[config.mk]
export PLATFORM = sky130hd
export DESIGN_NAME = load_store_unit_flat
export DESIGN_NICKNAME = d
export VERILOG_FILES = /design/src/rtl/load_store_unit_if.sv /design/src/rtl/load_store_unit.sv /design/src/flat_wrapper.sv
export SDC_FILE = /design/constraint.sdc
export NUM_CORES = 1
export LEC_CHECK = 0
export CAP_MARGIN = 20
export CORE_ASPECT_RATIO = 1.25
export CORE_UTILIZATION = 45
export DETAILED_ROUTE_END_ITERATION = 10
export PLACE_DENSITY = 0.78
export REMOVE_ABC_BUFFERS = 1
export SLEW_MARGIN = 20
export SYNTH_ARGS = -nofsm -noshare
export SYNTH_HDL_FRONTEND = slang
export SYNTH_SLANG_ARGS = --single-unit
[constraint.sdc]
create_clock -name clk -period 2.9 [get_ports clk]
set_clock_uncertainty 0.15 [all_clocks]
set_input_delay 0.29 -clock clk [delete_from_list [all_inputs] [get_ports clk]]
set_output_delay 0.29 -clock clk [all_outputs]
set_load 0.005 [all_outputs]
[src/rtl/load_store_unit_if.sv]
// Bundles the core-side request/response handshake and the data-memory port
// of the load/store unit so both sides connect through a single port.
interface load_store_unit_if;
  // Request handshake: a request transfers on a rising edge where req_valid
  // and req_ready are both 1; the request fields must be stable while
  // req_valid is 1. The response is a single-cycle rsp_valid pulse and
  // cannot be back-pressured.
  logic        req_valid;
  logic        req_ready;
  logic        req_we;
  logic [1:0]  req_size;
  logic        req_unsigned;
  logic [31:0] req_addr;
  logic [31:0] req_wdata;
  logic        rsp_valid;
  logic [31:0] rsp_rdata;
  logic        rsp_err;
  logic        mem_read;
  logic        mem_write;
  logic [31:0] mem_addr;
  logic [31:0] mem_wdata;
  logic [31:0] mem_rdata;

  modport master (
    output req_valid, req_we, req_size, req_unsigned, req_addr, req_wdata, mem_rdata,
    input  req_ready, rsp_valid, rsp_rdata, rsp_err, mem_read, mem_write, mem_addr, mem_wdata
  );

  modport slave (
    input  req_valid, req_we, req_size, req_unsigned, req_addr, req_wdata, mem_rdata,
    output req_ready, rsp_valid, rsp_rdata, rsp_err, mem_read, mem_write, mem_addr, mem_wdata
  );
endinterface

[src/rtl/load_store_unit.sv]
// Multi-cycle load/store front end: byte/half/word accesses on a byte address
// mapped onto a word-organised memory, with read-modify-write for sub-word stores.
module load_store_unit #(
  parameter int ADDR_W = 8
) (
  input  logic              clk,
  input  logic              rst,
  load_store_unit_if.slave  bus,
  output logic [2:0]        o_dbg_state
);

  typedef enum logic [2:0] {
    S_IDLE   = 3'd0,
    S_LOAD   = 3'd1,
    S_RMW_RD = 3'd2,
    S_WRITE  = 3'd3,
    S_DONE   = 3'd4
  } state_t;

  state_t              r_state;
  state_t              w_next;
  logic [ADDR_W-1:0]   r_addr;
  logic [1:0]          r_size;
  logic                r_we;
  logic                r_uns;
  logic                r_err;
  logic [31:0]         r_wdata;
  logic [31:0]         r_merge;
  logic [31:0]         r_rdata;

  logic                w_accept;
  logic                w_req_err;
  logic [7:0]          w_byte;
  logic [15:0]         w_half;
  logic [31:0]         w_load_ext;
  logic [31:0]         w_merged;
  logic [31:0]         w_store_word;

  assign w_accept  = bus.req_valid && (r_state == S_IDLE);
  assign w_req_err = (bus.req_size == 2'b11)
                   || (|bus.req_addr[31:ADDR_W])
                   || ((bus.req_size == 2'b01) && bus.req_addr[0])
                   || ((bus.req_size == 2'b10) && (bus.req_addr[1:0] != 2'b00));

  always_ff @(posedge clk) begin
    if (rst) r_state <= S_IDLE;
    else     r_state <= w_next;
  end

  always_comb begin
    w_next = r_state;
    case (r_state)
      S_IDLE: begin
        if (w_accept) begin
          if (w_req_err)                  w_next = S_DONE;
          else if (!bus.req_we)           w_next = S_LOAD;
          else if (bus.req_size == 2'b10) w_next = S_WRITE;
          else                            w_next = S_RMW_RD;
        end
      end
      S_LOAD:   w_next = S_DONE;
      S_RMW_RD: w_next = S_WRITE;
      S_WRITE:  w_next = S_DONE;
      S_DONE:   w_next = S_IDLE;
      default:  w_next = S_IDLE;
    endcase
  end

  // Lane extraction for loads and lane replacement for sub-word stores (little-endian).
  always_comb begin
    w_byte = bus.mem_rdata[{r_addr[1:0], 3'b000} +: 8];
    w_half = r_addr[1] ? bus.mem_rdata[31:16] : bus.mem_rdata[15:0];
    case (r_size)
      2'b00:   w_load_ext = r_uns ? {24'd0, w_byte} : {{24{w_byte[7]}}, w_byte};
      2'b01:   w_load_ext = r_uns ? {16'd0, w_half} : {{16{w_half[15]}}, w_half};
      default: w_load_ext = bus.mem_rdata;
    endcase
    w_merged = r_merge;
    if (r_size == 2'b00) w_merged[{r_addr[1:0], 3'b000} +: 8] = r_wdata[7:0];
    else                 w_merged[{r_addr[1], 4'b0000} +: 16] = r_wdata[15:0];
    w_store_word = (r_size == 2'b10) ? r_wdata : w_merged;
  end

  always_comb begin
    bus.req_ready = 1'b0;
    bus.mem_read  = 1'b0;
    bus.mem_write = 1'b0;
    bus.mem_wdata = 32'd0;
    bus.rsp_valid = 1'b0;
    bus.rsp_err   = 1'b0;
    case (r_state)
      S_IDLE:   bus.req_ready = 1'b1;
      S_LOAD:   bus.mem_read  = 1'b1;
      S_RMW_RD: bus.mem_read  = 1'b1;
      S_WRITE: begin
        // A write cycle coinciding with reset must never commit.
        bus.mem_write = !rst;
        bus.mem_wdata = w_store_word;
      end
      S_DONE: begin
        bus.rsp_valid = 1'b1;
        bus.rsp_err   = r_err;
      end
      default: ;
    endcase
  end

  always_ff @(posedge clk) begin
    if (rst) begin
      r_addr  <= '0;
      r_size  <= 2'b00;
      r_we    <= 1'b0;
      r_uns   <= 1'b0;
      r_err   <= 1'b0;
      r_wdata <= 32'd0;
      r_merge <= 32'd0;
      r_rdata <= 32'd0;
    end else begin
      if (w_accept) begin
        r_addr  <= bus.req_addr[ADDR_W-1:0];
        r_size  <= bus.req_size;
        r_we    <= bus.req_we;
        r_uns   <= bus.req_unsigned;
        r_err   <= w_req_err;
        r_wdata <= bus.req_wdata;
      end
      if (r_state == S_LOAD)   r_rdata <= w_load_ext;
      if (r_state == S_RMW_RD) r_merge <= bus.mem_rdata;
    end
  end

  assign bus.mem_addr  = {{(34 - ADDR_W){1'b0}}, r_addr[ADDR_W-1:2]};
  assign bus.rsp_rdata = r_rdata;
  assign o_dbg_state   = r_state;

  // r_we only steers the FSM at accept time; kept latched for debug visibility.
  logic w_unused;
  assign w_unused = r_we;

endmodule

[src/flat_wrapper.sv]
// flat-port wrapper written by rule: the top's interface ports become plain ports
module load_store_unit_flat 
#(
  parameter int ADDR_W = 8
)
  (clk, rst, o_dbg_state, bus_req_valid, bus_req_we, bus_req_size, bus_req_unsigned, bus_req_addr, bus_req_wdata, bus_mem_rdata, bus_req_ready, bus_rsp_valid, bus_rsp_rdata, bus_rsp_err, bus_mem_read, bus_mem_write, bus_mem_addr, bus_mem_wdata);
  load_store_unit_if bus_i ();
  input  logic clk;
  input  logic rst;
  output logic [2:0] o_dbg_state;
  input wire logic [$bits(bus_i.req_valid)-1:0] bus_req_valid;
  input wire logic [$bits(bus_i.req_we)-1:0] bus_req_we;
  input wire logic [$bits(bus_i.req_size)-1:0] bus_req_size;
  input wire logic [$bits(bus_i.req_unsigned)-1:0] bus_req_unsigned;
  input wire logic [$bits(bus_i.req_addr)-1:0] bus_req_addr;
  input wire logic [$bits(bus_i.req_wdata)-1:0] bus_req_wdata;
  input wire logic [$bits(bus_i.mem_rdata)-1:0] bus_mem_rdata;
  output wire logic [$bits(bus_i.req_ready)-1:0] bus_req_ready;
  output wire logic [$bits(bus_i.rsp_valid)-1:0] bus_rsp_valid;
  output wire logic [$bits(bus_i.rsp_rdata)-1:0] bus_rsp_rdata;
  output wire logic [$bits(bus_i.rsp_err)-1:0] bus_rsp_err;
  output wire logic [$bits(bus_i.mem_read)-1:0] bus_mem_read;
  output wire logic [$bits(bus_i.mem_write)-1:0] bus_mem_write;
  output wire logic [$bits(bus_i.mem_addr)-1:0] bus_mem_addr;
  output wire logic [$bits(bus_i.mem_wdata)-1:0] bus_mem_wdata;
  assign bus_i.req_valid = bus_req_valid;
  assign bus_i.req_we = bus_req_we;
  assign bus_i.req_size = bus_req_size;
  assign bus_i.req_unsigned = bus_req_unsigned;
  assign bus_i.req_addr = bus_req_addr;
  assign bus_i.req_wdata = bus_req_wdata;
  assign bus_i.mem_rdata = bus_mem_rdata;
  assign bus_req_ready = bus_i.req_ready;
  assign bus_rsp_valid = bus_i.rsp_valid;
  assign bus_rsp_rdata = bus_i.rsp_rdata;
  assign bus_rsp_err = bus_i.rsp_err;
  assign bus_mem_read = bus_i.mem_read;
  assign bus_mem_write = bus_i.mem_write;
  assign bus_mem_addr = bus_i.mem_addr;
  assign bus_mem_wdata = bus_i.mem_wdata;
  load_store_unit #(.ADDR_W(ADDR_W)) u_core (.clk(clk), .rst(rst), .bus(bus_i), .o_dbg_state(o_dbg_state));
endmodule
Word level (Yosys, flattened, before mapping)
Index checks and enable logic that the tools add are counted. Widths: inputs -> output; s select.

Bits in registers: 111. Logic and storage cells: 57. Input bits: 103. Output and inout port bits: 104.

Reductions and logical operators: 13. Muxes and demuxes: 19. Equality and inequality tests: 10. Shift operators: 5. Add/subtract/negate cells: 2.

Operators by type and width (number): $mux 32 (5); $bwmux 32 (2); $pmux 32 s2 (1); $shift 16x7->32 const A (1); $shift 8x7->32 const A (1); $shiftx 16x7->32 (1); $shiftx 32x6->8 (1); $shiftx 8x7->32 (1); $reduce_or 24->1 (1); $mux 16 (1); $neg 5->7 (2); $mux 3 (3); $pmux 3 s3 (1); $eq 2x2->1 const B (3); $eq 3x2->1 const B (2); $mux 1 (6); $eq 2x1->1 const B (2); $reduce_or 2->1 (2); $eq 3x1->1 const B (1); $eq 3x3->1 const B (1); $logic_and 1x1->1 (3); $logic_not 3->1 (1); $logic_or 1x1->1 (3); $logic_not 2->1 (1); other kinds (3) (3).

Longest topological paths before layout
Depth after elaboration: 7. Mapped depth: 9. Mapped depth without buffers: 6.

Worst setup path after synthesis
No wires, ideal clock.

Path type: reg2out. From: register u_core.r_addr[1]. To: output bus_mem_wdata[25]. Cell stages (with the launch flop): 10. Data required time: 2460 ps. Data arrival time: 2040 ps. Slack: 420 ps. Cell sequence: dfxtp_1 clkbuf_2 inv_1 buf_2 ha_1 nor4bb_1 clkbuf_1 a221oi_1 a211o_1 a21oi_1.

Longest elaborated chain between the ends: 6.

RTL lines: start: declaration (line load_store_unit.sv:22) `logic [ADDR_W-1:0] r_addr;`; start signal: assignment (line load_store_unit.sv:120) `r_addr <= bus.req_addr[ADDR_W-1:0];`; $neg 5->7 (on tied branches) (line load_store_unit.sv:80, load_store_unit.sv:79); $shiftx 16x7->32 (tied with other cells) (line load_store_unit.sv:80) `else w_merged[{r_addr[1], 4'b0000} +: 16] = r_wdata[15:0];`; $bwmux 32 (on tied branches) (line load_store_unit.sv:80, load_store_unit.sv:79); $mux 32 (*) (line load_store_unit.sv:79) `if (r_size == 2'b00) w_merged[{r_addr[1:0], 3'b000} +: 8] = r_wdata[7:0];`; $mux 32 (*) (line load_store_unit.sv:81) `w_store_word = (r_size == 2'b10) ? r_wdata : w_merged;`; $mux 32 (*) (line load_store_unit.sv:91) `case (r_state)`; end: declaration (line flat_wrapper.sv:25) `output wire logic [$bits(bus_i.mem_wdata)-1:0] bus_mem_wdata;`.

Mark *: on every way between the ends. The rest lies on a longest branch, timed or not.

Worst setup path after layout
From: register u_core.r_addr[1]. To: output bus_mem_wdata[13].

Same word-level chain as after synthesis.

==> impl_metrics.env <==
export IMPL_multi_input_area_um2=3160
export IMPL_p_switching_uw=907
export IMPL_overflow=0
export IMPL_yosysUniqueCellTypes=54
export IMPL_tightestPinTransition_ns=0.673
export IMPL_final_cell_mix="nand2_1 (196), clkdlybuf4s50_1 (161), dfxtp_1 (109)"
export IMPL_cp_max_fo=11
export IMPL_drv_slew=0
export IMPL_rsz0062_at_grt="true"
export IMPL_rows=45
export IMPL_grt_pass1_vias=5548
export IMPL_grt_usage_pct=27.2
export IMPL_fin_crit_ns=2.90
export IMPL_yosys_most_used_dff="dfxtp_1"
export IMPL_clock_path_buffers=2
export IMPL_place_hpwl_mm=12.9
export IMPL_insertion_delay_ns=0.35
export IMPL_htree_levels=3
export IMPL_clockRootBuffer="clkbuf_16"
export IMPL_cts_tree="yes"
export IMPL_required_ns=2.46
export IMPL_fp_dieW_um=103
export IMPL_syn_inst=752
export IMPL_power_static_leakage_uw=0.00300
export IMPL_drv_cap=0
export IMPL_cp_arrival_ns=2.46
export IMPL_clock_sinks=111
export IMPL_layoutNonFillerInstCount=1082
export IMPL_vias_per_cell=5.55
export IMPL_antenna_found_initial=0
export IMPL_core_area_um2=12300
export IMPL_initial_core_util_pct=46.7
export IMPL_violations="negative setup slack"
export IMPL_cts_buffers=9
export IMPL_place_ws_ns=0.136
export IMPL_utilization_pct=65.3
export IMPL_antenna_left=0
export IMPL_regArea_um2=2220
export IMPL_min_path_type="input port to flop"
export IMPL_drc_errors=0
export IMPL_globalplace_congestion=0.923
export IMPL_drt_iter0_markers=344
export IMPL_final_nets=1021
export IMPL_power_uw=3420
export IMPL_grt_pass1_wl_mm=27.9
export IMPL_wirelength_mm=18.0
export IMPL_yosys_warnings=0
export IMPL_power_internal_uw=2510
export IMPL_wl_per_cell_um=16.6
export IMPL_p_sw_share_pct=26.5
export IMPL_layout_setup_ws_ns=-0.00337
export IMPL_slew_headroom_pct=55.2
export IMPL_area_growth_pct=39.8
export IMPL_max_freq_ghz=0.344
export IMPL_syn_cell_area_um2=5730
export IMPL_ir_drop_uv=293
export IMPL_power_share_clock_pct=37.4
export IMPL_endpoint_kind="output port"
export IMPL_combPwrFrac_pct=15.9
export IMPL_pwr_share_seq_pct=46.7
export IMPL_fin_setup_tns_ns=-0.00337
export IMPL_fill_cells=1095
export IMPL_finalHoldViolCount=0
export IMPL_drt_pass1_iterations=5
export IMPL_finalCritPeriodShare_pct=100
export IMPL_n_antenna_cell=0
export IMPL_startpoint_type="flop"
export IMPL_setup_viol=1
export IMPL_async_reset_ff_share_pct=0
export IMPL_synth_edf_count=0
export IMPL_die_area_um2=13200
export IMPL_io_pins=207
export IMPL_grt_max_degree=46
export IMPL_io_buffers=180
export IMPL_vias=6002
export IMPL_criticalPathCategory="flop to output port"
export IMPL_synth_seq_cells=111
export IMPL_postSynthAreaPerCell_um2=7.63
export IMPL_die_h_um=128
export IMPL_final_layout_size_suffix_gt1_share_pct=9.69
export IMPL_clk_pin_slew_ns=0.07
export IMPL_dp_cells=1060
export IMPL_status="finished with violations"
export IMPL_power_density_nw_per_um2=427
export IMPL_final_common_cell="nand2_1"
export IMPL_cts_hold_buf=0
export IMPL_seq_area_frac_synth_pct=38.8
==> worst max-delay path, cell delays in order (launching register included) <==
cell and delay (ns):
dfxtp_2 0.34, inv_2 0.11, buf_6 0.16, ha_1 0.19, and4b_2 0.29, a21oi_1 0.09, nor4_2 0.36, clkdlybuf4s50_1 0.57
==> power groups by stage <==
stage | Combinational [uW] | Sequential, uW | Clock, uW
after floorplan | 215 | 1630 | 0
after global placement | 498 | 1630 | 0
after detailed placement | 506 | 1630 | 0
after CTS | 520 | 1590 | 1300
after global routing | 589 | 1600 | 1360
final | 543 | 1600 | 1280
==> path summary, 6_finish.rpt <==
| path | startpoint | depth (start not counted) | to | slack [ns] |
|---|---|---|---|---|
| setup / recovery | u_core.r_addr[1]$_SDFFE_PP0P_ | 7 | bus_mem_wdata[13] | -0.003 |
| hold / removal | rst | 2 | u_core.bus.rsp_rdata[15]$_SDFFE_PP0P_ | 0.24 |
| setup reg to reg | u_core.r_addr[1]$_SDFFE_PP0P_ | 7 | u_core.bus.rsp_rdata[8]$_SDFFE_PP0P_ | 0.52 |
| hold reg to reg | u_core.bus.rsp_rdata[13]$_SDFFE_PP0P_ | 2 | u_core.bus.rsp_rdata[13]$_SDFFE_PP0P_ | 0.30 |
==> area by class of cell <==
| type | instances | area share [%] |
|---|---|---|
| multi-input combinational | 567 | 39.5 |
| clock buffer | 10 | 2.86 |
| tap | 164 | 2.56 |
| sequential | 111 | 27.8 |
| inverter | 8 | 0.375 |
| clock inverter | 6 | 0.905 |
| timing repair buffer | 216 | 26.1 |
==> registers in the layout, indices dropped and copies added (netlist names) <==
register              count
u_core.bus.rsp_rdata     32
u_core.r_merge           32
u_core.r_uns              1
u_core.o_dbg_state        3
u_core.r_wdata           32
u_core.r_size             2
u_core.r_addr             8
u_core.r_err              1
==> cells in the mapped netlist (2+ instances only) <==
cell type	n	area (um2)
nand2_1	197	739
dfxtp_1	111	2220
a21oi_1	105	526
nor2_1	56	210
buf_4	40	300
clkbuf_1	25	93.8
a221oi_1	22	193
buf_2	19	95.1
mux2i_1	19	190
a211oi_1	18	135
nor4_1	15	93.8
nor3_1	12	60.1
o22ai_1	10	62.6
inv_1	8	30.0
nand3b_1	8	60.1
or3_1	8	50.1
a22oi_1	7	52.6
o221ai_1	7	61.3
o31ai_1	7	52.6
a211o_1	6	52.6
ha_1	5	62.6
and2_1	4	25.0
nand2b_1	4	25.0
buf_1	3	11.3
buf_6	3	33.8
a21o_1	2	15.0
a31o_2	2	17.5
nor4bb_1	2	20.0
o21ai_0	2	10.0
==> cell families (layout without fill, tap and decap cells) <==
group	Yosys count	count (layout)	share of synthesized area, %
simple gates	318	318	24.2
compound gates	198	198	22.4
flops	111	111	38.8
buf+inv	99	240	9.93
mux	20	20	3.51
fa+ha+maj	5	5	1.09
other cells	1	26	0.0654
==> timing repair <==
item | CTS | global route
setup endpoints to repair | 25 | 26
pin swaps | 3 | 6
gates resized for setup | 15 | 34
setup buffers | 2 | 4
gates cloned | 0 | 0
==> layer usage <==
| metal | wire length (um) | GRT usage, % |
|---|---|---|
| met1 | 7360 | 34.6 |
| met3 | 1250 | 4.03 |
| met2 | 8840 | 44.7 |
| met4 | 529 | 13.1 |
| met5 | 0 | 0 |
==> metrics by stage <==
stage,area [um2],hold slack (ns)
6_report,8020,0.236
5_1_grt,8020,0.255
4_1_cts,7870,0.232
3_5_place_dp,7520,0.294
3_3_place_gp,7520,0.289
2_1_floorplan,5290,0.209
No activity file was read; power rests on OpenSTA's default activity.
